### src/rtl/parent_link_arbiter.sv
// Packet-level round-robin arbiter sharing one parent TX link between NUM_REQ sources.
// The grant is held for a whole packet; the winning word is registered onto a valid/ready output.
module parent_link_arbiter #(
    parameter int NUM_REQ    = 3,
    parameter int DATA_WIDTH = 64,
    parameter int SRC_WIDTH  = (NUM_REQ > 1) ? $clog2(NUM_REQ) : 1
) (
    input  logic                          clk,
    input  logic                          reset,
    input  logic [NUM_REQ*DATA_WIDTH-1:0] req_data,
    input  logic [NUM_REQ-1:0]            req_valid,
    input  logic [NUM_REQ-1:0]            req_last,
    output logic [NUM_REQ-1:0]            req_ready,
    output logic [DATA_WIDTH-1:0]         out_data,
    output logic                          out_valid,
    output logic                          out_last,
    output logic [SRC_WIDTH-1:0]          out_src,
    input  logic                          out_ready,
    output logic                          busy,
    output logic [15:0]                   pkt_count
);

    typedef enum logic {IDLE, OWN} state_t;

    localparam logic [SRC_WIDTH:0]   NUM_REQ_W = (SRC_WIDTH+1)'(NUM_REQ);
    localparam logic [SRC_WIDTH-1:0] LAST_IDX  = SRC_WIDTH'(NUM_REQ - 1);

    state_t                 state_reg, state_next;
    logic [SRC_WIDTH-1:0]   rr_ptr_reg, rr_ptr_next;
    logic [SRC_WIDTH-1:0]   owner_reg, owner_next;
    logic [DATA_WIDTH-1:0]  out_data_reg;
    logic                   out_valid_reg;
    logic                   out_last_reg;
    logic [SRC_WIDTH-1:0]   out_src_reg;
    logic [15:0]            pkt_count_reg;

    logic [DATA_WIDTH-1:0]  req_word [NUM_REQ];
    logic [SRC_WIDTH-1:0]   winner;
    logic                   any_valid;
    logic [SRC_WIDTH-1:0]   sel;
    logic                   grant_active;
    logic                   space;
    logic                   xfer;

    function automatic logic [SRC_WIDTH-1:0] next_idx(input logic [SRC_WIDTH-1:0] i);
        return (i == LAST_IDX) ? '0 : i + 1'b1;
    endfunction

    generate
        for (genvar gi = 0; gi < NUM_REQ; gi++) begin : g_word
            assign req_word[gi] = req_data[gi*DATA_WIDTH +: DATA_WIDTH];
        end
    endgenerate

    // Scan downward so the last hit is the closest requester at or after rr_ptr.
    always_comb begin
        logic [SRC_WIDTH:0] idx;
        winner    = '0;
        any_valid = 1'b0;
        for (int k = NUM_REQ - 1; k >= 0; k--) begin
            idx = {1'b0, rr_ptr_reg} + (SRC_WIDTH+1)'(k);
            if (idx >= NUM_REQ_W) idx = idx - NUM_REQ_W;
            if (req_valid[idx[SRC_WIDTH-1:0]]) begin
                winner    = idx[SRC_WIDTH-1:0];
                any_valid = 1'b1;
            end
        end
    end

    assign sel          = (state_reg == OWN) ? owner_reg : winner;
    assign grant_active = (state_reg == OWN) || any_valid;
    assign space        = !out_valid_reg || out_ready;
    assign xfer         = !reset && grant_active && space && req_valid[sel];

    always_comb begin
        req_ready = '0;
        if (!reset && grant_active) req_ready[sel] = space;
    end

    always_comb begin
        state_next  = state_reg;
        rr_ptr_next = rr_ptr_reg;
        owner_next  = owner_reg;
        case (state_reg)
            IDLE: begin
                if (xfer) begin
                    if (req_last[sel]) begin
                        rr_ptr_next = next_idx(sel);
                    end else begin
                        state_next = OWN;
                        owner_next = sel;
                    end
                end
            end
            OWN: begin
                if (xfer && req_last[sel]) begin
                    state_next  = IDLE;
                    rr_ptr_next = next_idx(sel);
                end
            end
            default: state_next = IDLE;
        endcase
    end

    always_ff @(posedge clk) begin
        if (reset) begin
            state_reg     <= IDLE;
            rr_ptr_reg    <= '0;
            owner_reg     <= '0;
            out_data_reg  <= '0;
            out_valid_reg <= 1'b0;
            out_last_reg  <= 1'b0;
            out_src_reg   <= '0;
            pkt_count_reg <= '0;
        end else begin
            state_reg  <= state_next;
            rr_ptr_reg <= rr_ptr_next;
            owner_reg  <= owner_next;
            if (xfer) begin
                out_data_reg  <= req_word[sel];
                out_last_reg  <= req_last[sel];
                out_src_reg   <= sel;
                out_valid_reg <= 1'b1;
            end else if (out_ready) begin
                out_valid_reg <= 1'b0;
            end
            if (out_valid_reg && out_ready && out_last_reg)
                pkt_count_reg <= pkt_count_reg + 16'd1;
        end
    end

    assign out_data  = out_data_reg;
    assign out_valid = out_valid_reg;
    assign out_last  = out_last_reg;
    assign out_src   = out_src_reg;
    assign pkt_count = pkt_count_reg;
    assign busy      = (state_reg == OWN) || out_valid_reg;

endmodule

### config.mk
export PLATFORM = sky130hd
export DESIGN_NAME = parent_link_arbiter
export DESIGN_NICKNAME = d
export VERILOG_FILES = /design/src/rtl/parent_link_arbiter.sv
export SDC_FILE = /design/constraint.sdc
export NUM_CORES = 1
export LEC_CHECK = 0
export BUFFER_PORTS_ARGS = -buffer_cell sky130_fd_sc_hd__buf_2
export CORE_MARGIN = 3
export CORE_UTILIZATION = 40
export CTS_CLUSTER_SIZE = 25
export DETAILED_ROUTE_END_ITERATION = 8
export MAX_ROUTING_LAYER = met4
export PLACE_DENSITY = 0.77
export SLEW_MARGIN = 20
export SYNTH_ARGS = -nofsm -noshare
export SYNTH_HDL_FRONTEND = slang
export SYNTH_SLANG_ARGS = --single-unit
### constraint.sdc
create_clock -name clk -period 2.5 [get_ports clk]
set_clock_uncertainty 0.1 [all_clocks]
set_input_delay 0.375 -clock clk [delete_from_list [all_inputs] [get_ports clk]]
set_output_delay 0.375 -clock clk [all_outputs]
set_load 0.01 [all_outputs]
== After elaboration in Yosys (flattened, before gate mapping) ==
Cells that the tools add are included.
Storage, ports and cells
  logic and storage cells: 84
  register bits: 89
Cells by class
  bitwise gates (word level): 4
  order comparisons: 9
  eq/ne operators: 4
  $add $sub $neg: 7
  mux-type cells: 37
  reductions and logical operators: 15
Operators by type and width (count)
  $bmux 64 s2: 1
  $mux 64: 2
  $mux 2: 11
  $add 16x1->16 const B: 1
  $mux 1: 14
  $lt 2x3->1 const B: 4
  $bmux 1 s2: 5
  $logic_and 1x1->1: 7
  $ge 3x2->1 const B: 2
  $reduce_and 3->1: 2
  $sub 2x2->2 const B: 3
  $ne 2x2->1 const B: 2
  $pmux 2 s2: 1
  $add 2x1->3 const B: 1
  $add 2x2->3 const B: 1
  $and 3x3->3: 1
  $ge 3x3->1 const B: 1
  $logic_or 1x1->1: 3
  $mux 3: 1
  $not 2->3: 1
  $add 2x1->2 const B: 1
  $demux 1 s2: 1
  $eq 2x2->1 const B: 1
  $ge 2x1->1 const B: 1
  other kinds (6): 8

== Longest topological paths before layout ==
Gate-level depths: netlist of run 1.
  depth after elaboration: 15
  depth in mapped cells: 12
  depth with buffers taken out: 9

== Worst setup path before layout of run 1 ==
No wires, ideal clock.
  path type: reg-to-reg
  start: register rr_ptr_reg[0]
  end: register out_data_reg[5], in the netlist out_data[5]
  period minus slack after synthesis: 2.705 ns
  library setup time: 0.132 ns
  stages on the path, launching flop included: 13
  setup slack: -0.205 ns
  arrival: 2.473 ns
  required time: 2.268 ns
  buffers on the path: 3
  cell sequence: dfxtp_1 -> inv_1 -> ha_1 -> clkbuf_2 -> or2_2 -> a32oi_2 -> o21a_2 -> nand3_2 -> a2bb2oi_4 -> buf_4 -> buf_6 -> a221oi_2 -> nor3_1
Between the ends
  cells in the longest elaborated chain, start to end: 13
  elaborated cells on any way between the ends: 34
RTL lines
  start: declaration: RTL line 29  | logic [SRC_WIDTH-1:0] rr_ptr_reg, rr_ptr_next;
  start signal: assignment: RTL line 117  | rr_ptr_reg <= rr_ptr_next;
  $add 2x2->3: RTL line 61  | idx = {1'b0, rr_ptr_reg} + (SRC_WIDTH+1)'(k);
  $ge 3x2->1 / $sub 2x2->2 (equally long branches): RTL line 62  | if (idx >= NUM_REQ_W) idx = idx - NUM_REQ_W;
  $mux 2: RTL line 62
  $bmux 1 s2: RTL line 63  | if (req_valid[idx[SRC_WIDTH-1:0]]) begin
  $mux 1 (implied by the code): RTL line 63
  $mux 2 (3 in series): RTL line 63
  $mux 2: RTL line 70  | assign sel = (state_reg == OWN) ? owner_reg : winner;
  $not 2->3 (implied by the code): RTL line 120  | out_data_reg <= req_word[sel];
  $bmux 64 s2: RTL line 120
  $mux 64 (implied by the code) (2 in series): RTL line 120
  end signal: assignment: RTL line 120
  end: declaration: RTL line 31  | logic [DATA_WIDTH-1:0] out_data_reg;
Several ways; a longest one is shown, not always the timed one. The select of a mux whose other input is x is not followed.
A chain may end at the register's enable or synchronous reset.

== Worst setup path in the final report of run 1 ==
  start: register rr_ptr_reg[1]
  end: register rr_ptr_reg[1]
Between the ends
  cells in the longest elaborated chain, start to end: 15
  elaborated cells on any way between the ends: 44
RTL lines
  branches (longest 15 deep; another with $add 2x2->3)
Parallel ways; which one is timed is not known. The select of a mux whose other input is x is not followed.

==> run summary, run 1 <==
I/O pin count: 289. The flip-flop count of the largest register after layout is 64. The CTS clock-pin slew for the worst setup and hold paths is 60 ps.

For the share of the yosys chip area belonging to registers, the log shows 35.32%. For this run, the share of the core covered by cells in the final layout is 68.99%. The die covers 14000 um^2. STA classifies the critical path endpoint as a flop.

Entering global routing, the biggest net connects 88 pins. The leakage component of the power was 3.773 nW; the total clock sinks was 89. The congestion estimate from routability-driven global placement came to 0.9253. The logs give 0.006770 W for the overall power and 0.3479 GHz for the maximum clock rate. The area growth from synthesis to final layout was 66.32%; the residual DRC count was 0. The count of final hold-check violations came out at 0. In the synthesized netlist, the number of instances is 543. The number of maximum-capacitance violations came out at 0. Across all layers, the routed design uses 5758 vias. In the synthesized netlist the dominant register cell turns out to be dfxtp_1. The worst hold path belongs to the class input pin to flop. The synthesized net count is 748, and the number of register bits inferred by synthesis is 89.

The run gives 12.80 mm as the half-perimeter wire length after placement. The run gives 0 as the max-slew violation count. The tree is rooted in a clkbuf_16. The part of the cycle the worst path needs works out to 115.0%. Kind of critical path: flop to flop. In the routed layout, each cell is associated on average with a via count of 5.442. In this run the vertical extent of the chip is 118.3 um. The critical path data arrival time is 2990 ps. For this run, the total global-route usage over all layers was measured as 25.38%. The initial antenna violation count is 6. Setup repair after global routing could not meet its margin everywhere. In the final design database the tool counted 1086 nets. For the worst setup path, the data required time is 2610 ps.

The number of enable flip-flop cells after synthesis was 0. The fraction of registers with async set or reset after synthesis was 0%; the number of global-route vias before repair was 5672. The run gives 41.48% as the initial cell density of the core. The floorplan has 40 rows.

In the final layout, the share of cells above drive strength 1 is 63.91%. Buffers placed on the I/O ports in this run total 288. The tools report the DRC marker count from the first detailed-route iteration as 341. TritonCTS built the clock tree. The worst setup slack after layout came out at -374.8 ps. In the final routed layout, each cell accounts on average for 19.10 um. The region available for standard cell placement spans 12160 um^2. The checks that failed: negative setup slack.

The final layout contains routed wiring with a total length of 20.21 mm. The synthesized area per cell is 9.291 um^2, and the minimum period implied by the final worst setup slack is 2875 ps. The latest clock arrival within the worst-skew pair was 330 ps.

STA classifies the critical path startpoint as a flop. During synthesis, Yosys emitted a total of 0 warnings. Power spread over the standard cell area amounts to 806.8 nW/um^2.

The maximum resistive drop on vdd was 0.6417 mV; the number of antenna-violating nets in the routed design was 0. The number of clock buffers added by TritonCTS is 9. The actual slew at the worst max-slew pin came out at 995.6 ps. The H-tree was split into 3 levels.

The global-route wire length before repair was 28.24 mm; the normalized max-slew margin was 33.63%. Of all nets on the critical path, the largest fanout is 4. The flow ran to the end, but the final reports show violations. After synthesis the cells add up to 5045 um^2.

The die boundary width was 118.3 um. The detailed-router iteration count before antenna repair is 5. The netlist uses 59 different library cells. The number of setup violations in the final report is 75, and the maximum number of buffers from clock root to sink is 2. Global routing finished with a remaining overflow of 0.
==> timing repair <==
| item | in CTS | in global routing |
|---|---|---|
| pin swaps | 6 | 30 |
| setup endpoints to repair | 75 | 75 |
| setup buffers | 26 | 10 |
| hold buffers | 0 | 0 |
| endpoints found under the hold margin | 0 | 0 |
| cloned | 5 | 10 |
| resized for setup | 51 | 62 |
==> cell type report <==
cell class,instances,area (um^2)
Inverter,7,28.78
Multi-Input combinational cell,395,3481
Sequential cell,89,1787
Timing Repair Buffer,379,2576
Clock buffer,10,239.0
Clock inverter,4,53.80
Antenna cell,6,15.01
Fill cell,924,3771
Tap cell,168,210.2
==> critical path, cell delays in order (launching register included) <==
cell	delay, ps
dfxtp_4	350
inv_4	60
ha_4	170
mux2_4	320
or2_0	210
a221o_1	370
buf_4	160
nand3_4	90
buf_6	120
buf_4	110
o2bb2ai_4	90
buf_4	150
buf_6	110
buf_4	130
nand4_1	120
o31ai_4	90
==> cell usage in the layout (no fill, tap or decap), drive strengths merged, types with 2 or more instances in the layout <==
| master | Yosys | layout |
|---|---|---|
| nor2 | 90 | 90 |
| and3 | 5 | 5 |
| nand3b | 3 | 3 |
| mux2i | 5 | 5 |
| a221oi | 65 | 65 |
| nand2b | 6 | 6 |
| dfxtp | 89 | 89 |
| o31ai | 2 | 2 |
| diode | 0 | 6 |
| buf | 32 | 370 |
| xor2 | 11 | 11 |
| inv | 7 | 8 |
| mux2 | 67 | 67 |
| o211a | 2 | 2 |
| clkinvlp | 0 | 2 |
| o211ai | 3 | 3 |
| nand2 | 17 | 17 |
| nor3 | 67 | 67 |
| ha | 4 | 4 |
| a21oi | 5 | 5 |
| or2 | 4 | 4 |
| xnor2 | 3 | 3 |
| a32oi | 2 | 2 |
| nor2b | 2 | 2 |
| nand3 | 7 | 7 |
| nand4 | 5 | 5 |
| clkbuf | 20 | 18 |
| and4 | 2 | 2 |
| o21ai | 3 | 3 |
==> kinds of logic after synthesis <==
group | Yosys count | share of synthesized area (%)
AOI/OAI and AO/OA | 93 | 19.35
xor gates and xnor gates | 14 | 2.431
adders and majority gates | 4 | 0.9921
buffers and inverters | 59 | 5.729
DFF | 89 | 35.32
muxes | 72 | 16.02
and+or+nand+nor | 212 | 20.16
==> worst paths after layout <==
| kind | slack (ps) | to | depth (start not counted) | from |
|---|---|---|---|---|
| worst min register to register | 380 | owner_reg[1] | 2 | owner_reg[1] |
| worst min-delay path | 220 | rr_ptr_reg[1] | 2 | reset |
| worst max register to register | -370 | rr_ptr_reg[1] | 15 | rr_ptr_reg[1] |
| worst max-delay path | -370 | rr_ptr_reg[1] | 15 | rr_ptr_reg[1] |
==> layer usage <==
metal | vias up | global-route usage, % | part of all wire (%) | wire (um)
li1 | 2715 | - | - | -
met1 | 2746 | 29.85 | 40 | 7998
met2 | 256 | 42.77 | 51 | 10340
met3 | 41 | 5.933 | 6.9 | 1385
met4 | 0 | 8.425 | 2.4 | 487
met5 | - | - | 0 | 0
==> metrics by stage <==
stage | setup TNS, ps | cells | instance area, um^2 | setup WS (ps) | hold slack, ps
after floorplan | -1393 | 543 | 5130 | -53.88 | 352.6
after global placement | -9549 | 988 | 6902 | -190.6 | 362.4
after detailed placement | -12190 | 988 | 6902 | -254.9 | 372.7
after CTS | -17940 | 1032 | 7710 | -323.4 | 189.5
after global routing | -28500 | 1058 | 8391 | -463.5 | 199.2
final | -22250 | 1058 | 8391 | -374.8 | 217.2
==> power by group <==
group	internal (W)	switching, W
Sequential	0.00168	0.000182
Combinational	0.00182	0.00173
Clock	0.000795	0.000559
==> Yosys cell counts, types with 4 or more instances <==
| master | number | share of area [%] |
|---|---|---|
| a221oi_1 | 44 | 7.6 |
| clkbuf_1 | 19 | 1.4 |
| xor2_1 | 11 | 1.9 |
| mux2i_1 | 5 | 0.99 |
| nand2_1 | 17 | 1.3 |
| mux2_2 | 65 | 15 |
| dfxtp_1 | 89 | 35 |
| nor3_1 | 66 | 6.5 |
| nand4_1 | 4 | 0.50 |
| ha_1 | 4 | 0.99 |
| and3_1 | 5 | 0.62 |
| buf_1 | 4 | 0.30 |
| nor2_1 | 88 | 6.5 |
| inv_1 | 7 | 0.52 |
| buf_4 | 5 | 0.74 |
| nand2b_1 | 6 | 0.74 |
| a21oi_1 | 5 | 0.50 |
| nand3_1 | 6 | 0.60 |
| buf_2 | 20 | 2.0 |
| a221oi_2 | 20 | 6.0 |
Power figures use the tool's default switching activity.
==> run 2, diff against run 1 <==
Settings changed: PLACE_DENSITY 0.77 to 0.76.
Clock period 2.5 ns to 3 ns, I/O delays scaled along.
==> run 2 against run 1 <==
Clock power is 7% lower. Routed wire length is 13% lower. First-iteration DRC count is 8.8% lower. Critical path type is now flop to primary output. Critical path depth is 5 lower. The run now ends clean. Sequential share of layout area is 3.2 points higher. Die area stayed put.
==> run summary, run 2 (synthesis results as in run 1) <==
The flow ran to the end, and the final reports show no timing, DRC or antenna violations. The internal portion of the total power is 0.003218 W. The maximum clock rate is 0.3444 GHz, and the peak per-stage delay on the critical path is 380 ps. The clock net in this run drives a total of 89 sinks. The kind of start point of the critical path is a flop. The critical path goes through inv_4 -> ha_4 -> buf_4 -> or2_2 -> a32oi_4 -> o21a_4 -> nand3_2 -> buf_6 -> nor2_1 -> buf_2.

Compared with the post-synthesis result, the final layout area differs by 44.69%. The initial antenna violation count is 1, and the DRC marker count from the first detailed-route iteration is 311. At the end of the flow, the number of nets in the layout was 1039.

In this run the power spent charging and discharging nets is 0.001725 W. For the detailed-router iteration count before antenna repair, the log shows 4. For this block, the routed nets add up to 17.53 mm of wire. Combinational cells account for 44.0% of the total power. Counting both buffers and inverters, the worst setup path holds a total of 4.

Of the cells placed in the final design, the portion with a size suffix greater than 1 is 54.30%. The layout filler cell count was 1124. The I/O pin count is 289.

For the worst endpoint required time, the log shows 2450 ps. The worst hold path belongs to the class input pin to flop. The cell type group with the largest total delay on the critical path is simple AND/OR/NAND/NOR gates.

STA puts the critical path data arrival time at 2350 ps. Per report_power, the clock group accounts for 25.2% of the total. The critical path is of the flop to primary output type. The placer's final routability congestion estimate was 0.9372; the leakage component of the power was 3.359 nW. The die covers 14000 um^2. The logs give 96.64 ps for the worst setup slack after layout and 160 ps for the setup slack of the worst register-to-register path. The count of input and output buffers was 288; the switching power share of the total was 34.90%.

For this design, the slowest cell found on the critical path is dfxtp_4. Global routing consumed, over all layers together, 24.43% of the routing resources. The actual slew at the worst max-slew pin is 621.8 ps, and the H-tree level count is 3. Of all nets on the critical path, the largest fanout is 5.

Dividing the detail-routed via count by the number of cells gives 5.368. The logs give 0 for the number of antenna-violating nets in the routed design and 30.7% for the sequential share of power. Across the run, the number of max-cap violations was 0. The logs give 0 for the residual DRC count and 0 for the post-cts hold buffer count.

In the layout the commonest cells are buf_2 (287), nor2_1 (88), dfxtp_1 (87), nor3_1 (66), mux2_2 (65). After legalization and detailed placement, the total HPWL measured 12.81 mm. The floorplan step defined a core boundary enclosing 12160 um^2. Once the floorplan was initialized, standard cells occupied 41.48% of the core.

The logs give 0 for the max-slew violation count and 0 ps for the post-route setup TNS. The register with the most flip-flops in the layout has 64 of them. At the placement stage, the worst setup path has a slack of 3.039 ps. Dividing the final minimum period by the clock period gives 96.78%.

The first global-routing pass estimated 27.23 mm of wire. The latest clock arrival within the worst-skew pair is 340 ps. CTS clock-pin slew for the worst setup and hold paths: 70 ps. After floorplanning, the core was divided into 40 placement rows. Clock tree synthesis inserted a total of 9 buffers. The maximum resistive drop on vdd came out at 0.3731 mV. The maximum number of pins on one net before global-route repair is 65.

Die boundary width: 118.3 um. The run gives 0 as the total grt overflow. For the number of global-route vias before repair, the log shows 5307.

The tools report the kind of capture point of the worst setup path as a primary output. Setup violations remaining at the end of the flow were counted as 0. In this run the power density over the cells is 677.1 nW/um^2. Summing over every cut layer, the via total after detailed routing is 5406.

TritonCTS built the clock tree. In the final routed layout, each cell accounts on average for 17.41 um. The minimum period implied by the final worst setup slack came out at 2903 ps. The master cell of the clock root buffer is clkbuf_16. For the maximum number of buffers from clock root to sink, the log shows 2. The most common library cell in the layout ignoring fill and taps is buf_2.

Count of final hold-check violations: 0. The height of the chip works out to 118.3 um. In this run the tightest slew margin relative to its limit is 58.54%.
run 2: cell types whose count changed in the layout (fill, tap and decap cells not counted), sizes merged:
cell and change:
clkinv +1, inv -1, clkinvlp -1, clkbuf -6, bufbuf -1, diode -5
buf -39, bufinv +1
run 2: path summary, 6_finish.rpt:
kind / cells after the start / startpoint / endpoint
worst max-delay path: 10 / rr_ptr_reg[1] / req_ready[0]
worst min-delay path: 3 / req_data[131] / out_data[3]
worst max register to register: 13 / rr_ptr_reg[0] / out_data[14]
worst min register to register: 2 / out_data[7] / out_data[7]
run 2: final cells by class:
type | instances | area [um^2] | area share [%]
Multi-Input combinational cell | 395 | 3043 | 41.69
Timing Repair Buffer | 332 | 1899 | 26.02
Sequential cell | 89 | 1787 | 24.48
Clock buffer | 11 | 252.7 | 3.462
Tap cell | 168 | 210.2 | 2.880
Clock inverter | 4 | 76.32 | 1.046
Inverter | 7 | 28.78 | 0.3942
Antenna cell | 1 | 2.502 | 0.03428
run 2: what timing repair did:
| item | CTS | global route |
|---|---|---|
| setup buffers | 7 | 7 |
| gates resized for setup | 6 | 8 |
| endpoints found under the setup margin | 3 | 23 |
| gates cloned | 0 | 1 |
| pin swaps | 3 | 10 |
run 2: power groups by stage:
stage               logic, W  clock network, W  registers, W
floorplan            0.00122                 0       0.00163
global placement     0.00204                 0       0.00153
detailed placement   0.00206                 0       0.00153
CTS                  0.00212           0.00126       0.00152
global route         0.00237           0.00131       0.00155
finish               0.00218           0.00125       0.00152
run 2: routing by layer:
| metal | GRT usage, % | wire length [um] | vias to the layer above | part of all wire, % |
|---|---|---|---|---|
| met5 | - | 0 | - | 0 |
| met4 | 7.033 | 255 | 0 | 1.5 |
| met3 | 5.407 | 1411 | 23 | 8.0 |
| met2 | 40.51 | 8533 | 254 | 49 |
| met1 | 29.91 | 7332 | 2514 | 42 |
| li1 | - | - | 2615 | - |
run 2: per-stage QoR:
| step | area [um^2] | total power (W) | hold WS, ps | utilization (%) | std cells |
|---|---|---|---|---|---|
| after floorplan | 5045 | 0.002850 | 352.6 | - | 543 |
| after global placement | 6775 | 0.003568 | 366.3 | 55.71 | 977 |
| after detailed placement | 6775 | 0.003591 | 376.3 | 55.71 | 977 |
| after CTS | 7194 | 0.004900 | 323.1 | 59.16 | 999 |
| after global routing | 7300 | 0.005227 | 344.5 | 60.02 | 1007 |
| final | 7300 | 0.004943 | 331.4 | 60.02 | 1007 |
run 2: worst register-to-register path, cell delays in order, from the launching register on:
cell	delay (ps)
dfxtp_2	330
inv_1	130
ha_4	230
buf_4	150
mux2i_1	220
o221ai_2	170
a221o_1	350
nor4b_4	160
buf_4	140
a2bb2oi_4	140
buf_12	140
buf_12	200
a221oi_1	100
nor3_1	210
==> run 3, diff against run 2 <==
Settings changed: ABC_AREA set to 1.
==> run 3 against run 2 <==
Register-to-register slack gained 250 ps. Die area shrank 2.7%. Synthesized cell count grew 44%. Global-route usage shrank 1.6 points. Cell area shrank 8.3%. Clock power shrank 18%. Sequential share of layout area grew 2.2 points. Final cell count grew 19%. Combinational power grew 33%. Routed wire length shrank 7.3%. Highest routed layer unchanged.
==> run summary, run 3 <==
The flow ran to the end, and the final reports show no timing, DRC or antenna violations. By count the netlist is led by nand2_1 (362), dfxtp_1 (89), nand3_1 (87). Cells fill 57.15% of the core in the end. The kind of critical path is flop to primary output.

The I/O pin count came out at 289. After clock tree synthesis, the clock-pin slew on the worst setup and hold paths is 70 ps. In this run the worst path has a maximum fanout of 7. After Yosys synthesis, XOR and XNOR cells account for 0.1786% of the synthesized area. For this run the aggregate overflow at the end of global routing stands at 0. Setup repair after global routing left no endpoint under its margin. For the initial cell density of the core, the log shows 41.87%. After Yosys synthesis, and, or, nand and nor cells account for 43.61% of the synthesized area. In the routed design, unresolved DRC markers number 0.

After synthesis, flip-flops and latches occupy 36.34% of the total area. TritonCTS built the clock tree. After synthesis the netlist holds a flip-flop and latch count of 89. Measured along the x axis, the die boundary spans 116.7 um. The number of vias per cell after detailed routing was 4.904.

Walking the worst path, the cells encountered are inv_1 -> ha_4 -> inv_2 -> nand2_2 -> nand2_2 -> nand2_2 -> nand3_1 -> nand2_1 -> o21ai_4 -> inv_4 -> nor2_4 -> inv_1 -> nor2_1 -> buf_2. For the total global-route track usage, the log shows 22.88%. The post-route setup TNS is 0 ps, and the DRC marker count from the first detailed-route iteration is 414. The power per cell area is 804.7 nW/um^2, and the met3 wire length is 1.098 mm. For this run, the top clock speed supported by timing is 0.3666 GHz.

The register with the most flip-flops in the layout has 64 of them. The leakage component of the power is 3.404 nW, and the peak per-stage delay on the critical path is 350 ps. For the placer's final routability congestion estimate, the log shows 0.9054. STA puts the critical path data required time at 2450 ps. The multi-input combinational cells in the finished layout cover a total of 2725 um^2.

The floorplan step defined a die boundary enclosing 13620 um^2. The H-tree level count is 3, and the area occupied by registers is 1783 um^2. Counting the fill cells in the layout gives 1208. Summing every instance area after synthesis gives 4903 um^2. Class of the most critical hold timing path: input pin to flop. CTS placed an instance of clkbuf_16 at the clock tree root. Entering global routing, the biggest net connects 73 pins. For the maximum number of buffers from clock root to sink, the log shows 2. The detail-routed net length per standard cell is 13.56 um.

The detailed-router iteration count before antenna repair is 4. The count of vias placed by the detailed router came out at 5880. The dominant combinational cell family by area after synthesis was simple AND/OR/NAND/NOR gates. The highest layer touched by signal routing is met4.

The top cell types in the final layout, fill and taps aside, are nand2_1 (362), buf_2 (288), dfxtp_1 (88), nand3_1 (87), a21oi_1 (75). The run gives 0 as the number of setup violations in the final report. The total clock sinks is 89, and the post-detailed-routing wire length is 16.26 mm. Synthesis instantiated 25 different standard cells from the library. The initial antenna violation count is 0. The first global-routing pass estimated 24.37 mm of wire.

Buffers inserted during clock tree synthesis total 9. Number of warnings reported in the yosys synthesis log: 0. Data on the critical path arrives at its endpoint at 2180 ps. The later pin in the worst-skew pair is clocked with a latency of 330 ps. Across the VDD grid, the largest voltage drop is 0.4864 mV. At the pin with the least slew margin, the transition time is 803.1 ps. The met2 layer wire length in the routed design was 7.926 mm.

In the synthesized netlist the async set-or-reset flop fraction comes to 0%. After synthesis, the cell types taking the most area are dfxtp_1 (36%), nand2_1 (28%), nand3_1 (8.9%). Measured against the total synthesized area, the mux share comes to 0%. Count of final hold-check violations: 0.

The count of buffers added on input and output ports is 288. The smallest clock period supported by the final layout is computed as 2728 ps. By instance count, the leading cell after synthesis is nand2_1.

Of the post-synthesis cell area, the dominant cell type holds 36.34%. The largest area contributor in the netlist was dfxtp_1. After detailed routing, the wire length on met1 is 6.768 mm. In this run the vertical extent of the chip is 116.7 um. By instance count, the cell type seen most on the critical path is nand2_2. Power comes to 0.005385 W.

The share of the synthesized area in compound gates (AO/OA/AOI/OAI) came out at 10.31%. The floorplan has 39 rows. The logs give 5178 for the number of global-route vias before repair and 11710 um^2 for the core outline area. The post-cts hold buffer count is 0.

The library cell used most frequently in the layout, excluding fill and tap cells, is nand2_1. The number of antenna-violating nets in the routed design came out at 0. Each instance of the synthesized netlist takes up on average 6.278 um^2. In the final design database the tool counted 1256 nets. The tools report the normalized max-slew margin as 46.46%. The worst setup path is captured at a primary output. The tool flagged a number of max-cap violations equal to 0.

The largest individual stage delay along the critical path comes from the cell dfxtp_1. Dividing the final minimum period by the clock period gives 90.93%. The final design instance area without fill is 6693 um^2. From synthesis to final layout, the design area changed by 36.49%. The tools report the cell area reported after detailed placement as 6395 um^2. The tools report the half-perimeter wire length after placement as 12.44 mm. The repair_antennas step left the layout with diodes totalling 0. In the final layout, the share of cells above drive strength 1 is 33.52%.

The area share of fa/ha/maj cells after synthesis was 1.021%. Kind of start point of the critical path: a flop. Synthesis produced 781 cells. The top flip-flop cell by instance count after synthesis is dfxtp_1. Synthesized net count: 986. The max-slew violation count was 0.

Yosys mapped a number of flops with a built-in enable equal to 0.
==> run 3: layer usage <==
| layer | GRT usage, % | up-vias |
|---|---|---|
| met5 | - | - |
| met4 | 8.639 | 0 |
| met3 | 5.130 | 30 |
| met2 | 37.20 | 224 |
| met1 | 27.68 | 2592 |
| li1 | - | 3034 |
==> run 3: report_power, final <==
part | total (W) | switching [W] | internal (W)
logic | 0.00291 | 0.00186 | 0.00104
registers | 0.00145 | 0.0000899 | 0.00136
clock network | 0.00103 | 0.000473 | 0.000561
total | 0.00539 | 0.00243 | 0.00296
==> run 3: kinds of logic (layout without fill, tap and decap cells) <==
group                    count (synthesis)  count (layout)
AO/OA/AOI/OAI                           94              94
XOR/XNOR                                 1               1
adder cells (fa/ha/maj)                  4               4
buffers and inverters                   80             355
flip-flops                              89              89
AND/OR/NAND/NOR                        513             513
==> run 3: repair_timing <==
item	4_1_cts	5_1_grt
endpoints found under the setup margin	1	2
resized for setup	0	4
setup buffers	1	0
pin swaps	1	0
==> run 3: worst paths after layout <==
| check | startpoint | to | cells after the start | slack (ps) |
|---|---|---|---|---|
| min reg2reg | out_data[24] | out_data[24] | 2 | 360 |
| max reg2reg | rr_ptr_reg[0] | out_data[30] | 17 | 410 |
| max | rr_ptr_reg[0] | req_ready[1] | 14 | 270 |
| min | out_ready | out_valid | 4 | 350 |
==> run 3: area by class of cell <==
cell class,instances,share of cell area [%]
Multi-Input combinational cell,612,40.72
Sequential cell,89,26.64
Timing Repair Buffer,301,23.74
Clock buffer,9,3.365
Tap cell,143,2.673
Inverter,38,2.169
Clock inverter,7,0.6917
==> run 3: per-stage QoR <==
stage / hold slack [ps] / std cells / worst slack, ps
floorplan: 367.5 / 781 / 457.6
global placement: 348.6 / 1182 / 323.7
detailed placement: 351.9 / 1182 / 244.2
CTS: 330.9 / 1199 / 144.1
global route: 367.1 / 1199 / 28.21
finish: 345.2 / 1199 / 272.1
==> run 3: critical path: cells and delay by family (launching register included) <==
kind	cells	cell delay, ps
buffers and inverters	5	500
adders and majority gates	1	260
DFF	1	350
and+or+nand+nor	7	590
AOI/OAI and AO/OA	1	150
